## src/rtl/reg_file_pkg.sv

```systemverilog
// Shared constants for the multi-read-port register file.
// Defaults for the size parameters and the index of the hardwired zero register.
package reg_file_pkg;

  localparam int DATA_W_D   = 32;
  localparam int ADDR_W_D   = 5;
  localparam int DEPTH_D    = 32;
  localparam int NUM_RD_D   = 2;
  localparam int ZERO_REG_D = 1;

  // Index of the hardwired zero register (active when ZERO_REG = 1)
  localparam int REG_ZERO   = 0;

endpackage

```

## src/rtl/reg_file_rd_port.sv

```systemverilog
// One registered read port of reg_file_mp.
// Applies the range/zero-register mask and the optional write-through bypass.
// It then registers rd_data/rd_busy with 1-cycle latency.
// Optional feature macro: REG_FILE_MP_BYPASS_EN (same-cycle write forwarding).
module reg_file_rd_port
  import reg_file_pkg::*;
#(
  parameter int DATA_W   = DATA_W_D,
  parameter int ADDR_W   = ADDR_W_D,
  parameter int DEPTH    = DEPTH_D,
  parameter int ZERO_REG = ZERO_REG_D
) (
  input  logic              clk_i,
  input  logic              rst_ni,
  input  logic [ADDR_W-1:0] rd_addr_i,
  input  logic [DATA_W-1:0] ent_data_i,
  input  logic              ent_pend_i,
  input  logic              wr_ok_i,
  input  logic [ADDR_W-1:0] wr_addr_i,
  input  logic [DATA_W-1:0] wr_data_i,
  input  logic              iss_ok_i,
  input  logic [ADDR_W-1:0] iss_addr_i,
  output logic [DATA_W-1:0] rd_data_o,
  output logic              rd_busy_o
);

  logic              addr_ok;
  logic [DATA_W-1:0] rd_data_d, rd_data_q;
  logic              rd_busy_d, rd_busy_q;

  // Unimplemented addresses and the zero register always read as idle zero
  assign addr_ok = (32'(rd_addr_i) < DEPTH) &&
                   !((ZERO_REG != 0) && (rd_addr_i == ADDR_W'(REG_ZERO)));

`ifndef REG_FILE_MP_BYPASS_EN
  // Write-port inputs only matter when forwarding is compiled in
  logic bypass_unused;
  assign bypass_unused = ^{wr_ok_i, wr_addr_i, wr_data_i, iss_ok_i, iss_addr_i};
`endif

  // Select the value to capture: stored entry, optionally forwarded write data, then mask
  always_comb begin
    rd_data_d = ent_data_i;
    rd_busy_d = ent_pend_i;
`ifdef REG_FILE_MP_BYPASS_EN
    if (wr_ok_i && (wr_addr_i == rd_addr_i)) begin
      rd_data_d = wr_data_i;
      // The write clears pending; only a same-cycle issue re-sets it
      rd_busy_d = iss_ok_i && (iss_addr_i == rd_addr_i);
    end
`endif
    if (!addr_ok) begin
      rd_data_d = '0;
      rd_busy_d = 1'b0;
    end
  end

  // Output registers give the 1-cycle read latency
  always_ff @(posedge clk_i or negedge rst_ni) begin
    if (!rst_ni) begin
      rd_data_q <= '0;
      rd_busy_q <= 1'b0;
    end else begin
      rd_data_q <= rd_data_d;
      rd_busy_q <= rd_busy_d;
    end
  end

  assign rd_data_o = rd_data_q;
  assign rd_busy_o = rd_busy_q;

endmodule

```

## src/rtl/reg_file_mp.sv

```systemverilog
// Multi-read-port register file with a per-entry pending scoreboard.
// Decode reads and issues destinations; writeback writes entries and clears pending.
// Optional feature macro: REG_FILE_MP_BYPASS_EN (same-cycle write forwarding on reads).
module reg_file_mp
  import reg_file_pkg::*;
#(
  parameter int DATA_W   = DATA_W_D,
  parameter int ADDR_W   = ADDR_W_D,
  parameter int DEPTH    = DEPTH_D,
  parameter int NUM_RD   = NUM_RD_D,
  parameter int ZERO_REG = ZERO_REG_D
) (
  input  logic                     clk,
  input  logic                     rst_n,
  input  logic [NUM_RD*ADDR_W-1:0] rd_addr,
  output logic [NUM_RD*DATA_W-1:0] rd_data,
  output logic [NUM_RD-1:0]        rd_busy,
  input  logic                     wr_en,
  input  logic [ADDR_W-1:0]        wr_addr,
  input  logic [DATA_W-1:0]        wr_data,
  input  logic                     iss_en,
  input  logic [ADDR_W-1:0]        iss_addr,
  output logic [ADDR_W:0]          pend_cnt
);

  // Full address space; entries at or above DEPTH read as constant zero
  localparam int NUM_ENT = 1 << ADDR_W;

  logic                wr_ok;
  logic                iss_ok;
  logic [DATA_W-1:0]   ent_ext [NUM_ENT];
  logic [NUM_ENT-1:0]  pend_ext;
  logic [DEPTH-1:0]    pend_d, pend_q;
  logic                cnt_inc, cnt_dec;
  logic [ADDR_W:0]     pend_cnt_d, pend_cnt_q;

  // Writes and issues only take effect on implemented, non-zero-register entries
  assign wr_ok  = wr_en && (32'(wr_addr) < DEPTH) &&
                  !((ZERO_REG != 0) && (wr_addr == ADDR_W'(REG_ZERO)));
  assign iss_ok = iss_en && (32'(iss_addr) < DEPTH) &&
                  !((ZERO_REG != 0) && (iss_addr == ADDR_W'(REG_ZERO)));

  genvar gi;
  generate
    for (gi = 0; gi < NUM_ENT; gi++) begin : g_ent
      if (gi < DEPTH) begin : g_impl
        logic [DATA_W-1:0] ent_q;

        // Entry storage, written by a qualifying writeback
        always_ff @(posedge clk or negedge rst_n) begin
          if (!rst_n) begin
            ent_q <= '0;
          end else if (wr_ok && (wr_addr == ADDR_W'(gi))) begin
            ent_q <= wr_data;
          end
        end

        assign ent_ext[gi]  = ent_q;
        assign pend_ext[gi] = pend_q[gi];
        // Clear on writeback, then set on issue so a same-cycle issue wins
        assign pend_d[gi]   = (pend_q[gi] && !(wr_ok && (wr_addr == ADDR_W'(gi)))) ||
                              (iss_ok && (iss_addr == ADDR_W'(gi)));
      end else begin : g_none
        assign ent_ext[gi]  = '0;
        assign pend_ext[gi] = 1'b0;
      end
    end
  endgenerate

  // Pending scoreboard bits
  always_ff @(posedge clk or negedge rst_n) begin
    if (!rst_n) begin
      pend_q <= '0;
    end else begin
      pend_q <= pend_d;
    end
  end

  // A set counts only on a clear entry; a clear counts only if no same-address issue re-sets it
  assign cnt_inc = iss_ok && !pend_ext[iss_addr];
  assign cnt_dec = wr_ok && pend_ext[wr_addr] && !(iss_ok && (iss_addr == wr_addr));

  // Incremental population count of the pending bits
  always_comb begin
    pend_cnt_d = pend_cnt_q;
    if (cnt_inc && !cnt_dec) begin
      pend_cnt_d = pend_cnt_q + (ADDR_W + 1)'(1);
    end else if (cnt_dec && !cnt_inc) begin
      pend_cnt_d = pend_cnt_q - (ADDR_W + 1)'(1);
    end
  end

  // Pending count register
  always_ff @(posedge clk or negedge rst_n) begin
    if (!rst_n) begin
      pend_cnt_q <= '0;
    end else begin
      pend_cnt_q <= pend_cnt_d;
    end
  end

  assign pend_cnt = pend_cnt_q;

  generate
    for (gi = 0; gi < NUM_RD; gi++) begin : g_rd
      logic [ADDR_W-1:0] port_addr;
      assign port_addr = rd_addr[gi*ADDR_W +: ADDR_W];

      reg_file_rd_port #(
        .DATA_W   (DATA_W),
        .ADDR_W   (ADDR_W),
        .DEPTH    (DEPTH),
        .ZERO_REG (ZERO_REG)
      ) u_rd_port (
        .clk_i      (clk),
        .rst_ni     (rst_n),
        .rd_addr_i  (port_addr),
        .ent_data_i (ent_ext[port_addr]),
        .ent_pend_i (pend_ext[port_addr]),
        .wr_ok_i    (wr_ok),
        .wr_addr_i  (wr_addr),
        .wr_data_i  (wr_data),
        .iss_ok_i   (iss_ok),
        .iss_addr_i (iss_addr),
        .rd_data_o  (rd_data[gi*DATA_W +: DATA_W]),
        .rd_busy_o  (rd_busy[gi])
      );
    end
  endgenerate

endmodule

```

## config.mk

```make
export PLATFORM = sky130hd
export DESIGN_NAME = reg_file_mp
export DESIGN_NICKNAME = d
export VERILOG_FILES = /design/src/rtl/reg_file_pkg.sv /design/src/rtl/reg_file_rd_port.sv /design/src/rtl/reg_file_mp.sv
export SDC_FILE = /design/constraint.sdc
export NUM_CORES = 2
export LEC_CHECK = 0
export CAP_MARGIN = 20
export CORE_ASPECT_RATIO = 1.25
export CORE_MARGIN = 1
export CORE_UTILIZATION = 50
export CTS_CLUSTER_SIZE = 20
export DETAILED_ROUTE_END_ITERATION = 10
export HOLD_SLACK_MARGIN = 0.08
export PLACE_DENSITY_LB_ADDON = 0.08
export SLEW_MARGIN = 20
export SYNTH_ARGS = -nofsm -noshare
export SYNTH_HDL_FRONTEND = slang
export SYNTH_HIERARCHICAL = 1
export SYNTH_SLANG_ARGS = --single-unit
```

## constraint.sdc

```tcl
create_clock -name clk -period 6.8 [get_ports clk]
set_input_delay 1.02 -clock clk [delete_from_list [all_inputs] [get_ports clk]]
set_output_delay 1.02 -clock clk [all_outputs]
set_load 0.05 [all_outputs]
```

==> flow_metrics.env <==
export IMPL_cell_internal_pwr_mw=14.8
export IMPL_syn_avg_cell_area_um2=16.7
export IMPL_finalHoldViolCount=0
export IMPL_fin_cells=5109
export IMPL_sw_frac_of_total=0.282
export IMPL_htree_levels=3
export IMPL_clock_path_buffers=3
export IMPL_crit_type="in -> reg"
export IMPL_vias=34300
export IMPL_placed_cells=4891
export IMPL_critPathRequiredTime_ps=7380
export IMPL_drive_gt1_frac=0.582
export IMPL_synth_warnings=6
export IMPL_die_area_mm2=0.119
export IMPL_synth_cells=3534
export IMPL_std_cell_rows=140
export IMPL_fin_area_mm2=0.0653
export IMPL_setup_viol=0
export IMPL_cts_setup_buffers=0
export IMPL_drc_errors=0
export IMPL_viasPerCell=6.71
export IMPL_ant_nets=0
export IMPL_skew_ps=28.5
export IMPL_fin_crit_sh=0.657
export IMPL_seqPwrFrac=0.438
export IMPL_drtIter0Drc=2616
export IMPL_grt_pass1_wl_mm=264
export IMPL_cp_arrival_ps=5050
export IMPL_finalSetupTns_ps=0
export IMPL_p_switching_mw=5.80
export IMPL_seqCellArea_mm2=0.0282
export IMPL_p_leak_nw=27.7
export IMPL_comb_power_share=0.232
export IMPL_critical_path_max_fanout=18
export IMPL_grt_max_degree=182
export IMPL_wire_per_inst_um=34.6
export IMPL_die_w_um=309
export IMPL_antenna_found_initial=5
export IMPL_peakVddDrop_mv=0.229
export IMPL_portBuffers=127
export IMPL_clock_latency_ps=730
export IMPL_slew_viol_final=0
export IMPL_outcome="completed"
export IMPL_synth_nets=3596
export IMPL_cp_end_kind="flop"
export IMPL_nNetsFinal=3512
export IMPL_gp_congestion=0.894
export IMPL_worst_pin_slew_ps=1200
export IMPL_routed_wl_mm=177
export IMPL_slew_headroom=0.200
export IMPL_p_per_area_mw_per_mm2=315
export IMPL_initial_core_util=0.505
export IMPL_die_h_um=386
export IMPL_fmax_mhz=224
export IMPL_fin_crit_ps=4470
export IMPL_cts_hold_buffers=0
export IMPL_drtPass1Iterations=6
export IMPL_syn_to_final_growth_pct=11.0
export IMPL_synth_area_mm2=0.0589
export IMPL_worstSetupStartpointType="input port"
export IMPL_path_clk_slew_ps=60
export IMPL_cts_buffers=118
export IMPL_p_clk_frac=0.329
export IMPL_grt_overflow_total=0
export IMPL_fill_cells=9093
export IMPL_cts_tree="yes"
export IMPL_multi_input_area_mm2=0.0290
export IMPL_core_area_mm2=0.117
export IMPL_ios=128
export IMPL_placed_area_mm2=0.0613
export IMPL_cts_resized=0
export IMPL_hold_class="in -> async"
export IMPL_cts_sinks=1128
export IMPL_rsz0062_at_grt="no"
export IMPL_gr_usage_all_layers=0.307
export IMPL_first_global_vias=37600
export IMPL_dp_hpwl_mm=100
export IMPL_maxCapViolations=0
export IMPL_root_buffer="clkbuf_16"
[critical path: stages]
cell	delay (ps)
clkdlybuf4s50_1	1110
mux4_2	600
a22oi_1	220
a21oi_1	90
o21ai_0	290
ha_1	310
inv_1	150
ha_1	360
and4b_1	220
a311oi_1	270
o311ai_0	220
xor2_1	180
[final cells by class]
cell class                      instances  area share
Timing Repair Buffer                  205      0.0319
Tap cell                             1562      0.0299
Clock inverter                         52     0.00988
Multi-Input combinational cell       1979       0.443
Sequential cell                      1128       0.432
Clock buffer                          162      0.0520
Inverter                               18     0.00103
Antenna cell                            3    0.000115
[routing by layer]
layer | GRT usage | vias up | wire (um) | share of wire
met5 | 0 | - | 36 | 0.00020
met3 | 0.0458 | 342 | 9680 | 0.055
met4 | 0.114 | 6 | 6500 | 0.037
met1 | 0.411 | 19100 | 70800 | 0.40
li1 | - | 13600 | - | -
met2 | 0.512 | 1176 | 89600 | 0.51
[state kept, by name, indices dropped and copies added, names as in the netlist]
register,cells
pend_cnt,6
g_ent.g_impl.ent_q,1024
g_rd.u_rd_port/rd_busy_o,2
g_rd.u_rd_port/rd_data_o,64
pend_ext,32
[power by group through the flow]
stage | combinational (mW) | sequential (mW) | clock [mW]
global route | 5.06 | 9.20 | 7.16
finish | 4.78 | 9.02 | 6.78
detailed placement | 4.79 | 9.12 | 0
global placement | 4.69 | 8.94 | 0
floorplan | 3.17 | 9.21 | 0
CTS | 4.81 | 9.00 | 6.90
[per-stage QoR]
stage	total power, mW	hold slack (ps)	util	setup slack, ps
floorplan	12.4	441	-	2760
global placement	13.6	376	0.525	1700
detailed placement	13.9	384	0.525	1620
CTS	20.7	313	0.560	2370
global route	21.4	350	0.560	2120
finish	20.6	317	0.560	2330
[cells in the final DEF (no fill, tap or decap), types with 9 or more instances in the layout]
cell	instances
nor2b_1	9
clkbuf_1	18
o22ai_1	12
clkbuf_8	24
nor2_4	9
inv_1	16
clkdlybuf4s50_1	110
mux4_2	675
clkinv_2	26
bufinv_16	13
mux2_2	1059
dfrtp_1	1128
buf_12	16
buf_4	64
o21ai_0	15
nand2_1	26
clkbuf_16	120
a21boi_1	54
[worst paths after layout]
check	start	endpoint	slack, ps	cells past startpoint
setup reg to reg	pend_ext[13]$_DFF_PN0_	pend_cnt[5]$_DFFE_PN0P_	3380	11
hold reg to reg	g_ent[0].g_impl.ent_q[10]$_DFFE_PN0P_	g_ent[0].g_impl.ent_q[10]$_DFFE_PN0P_	390	0
min in group clk	g_ent[0].g_impl.ent_q[10]$_DFFE_PN0P_	g_ent[0].g_impl.ent_q[10]$_DFFE_PN0P_	390	0
max in group asynchronous	rst_n	g_ent[2].g_impl.ent_q[18]$_DFFE_PN0P_	5010	3
setup / recovery	wr_addr[0]	pend_cnt[5]$_DFFE_PN0P_	2330	12
hold / removal	rst_n	pend_ext[10]$_DFF_PN0_	320	1
Note: power is estimated with default switching activity, not from simulation.
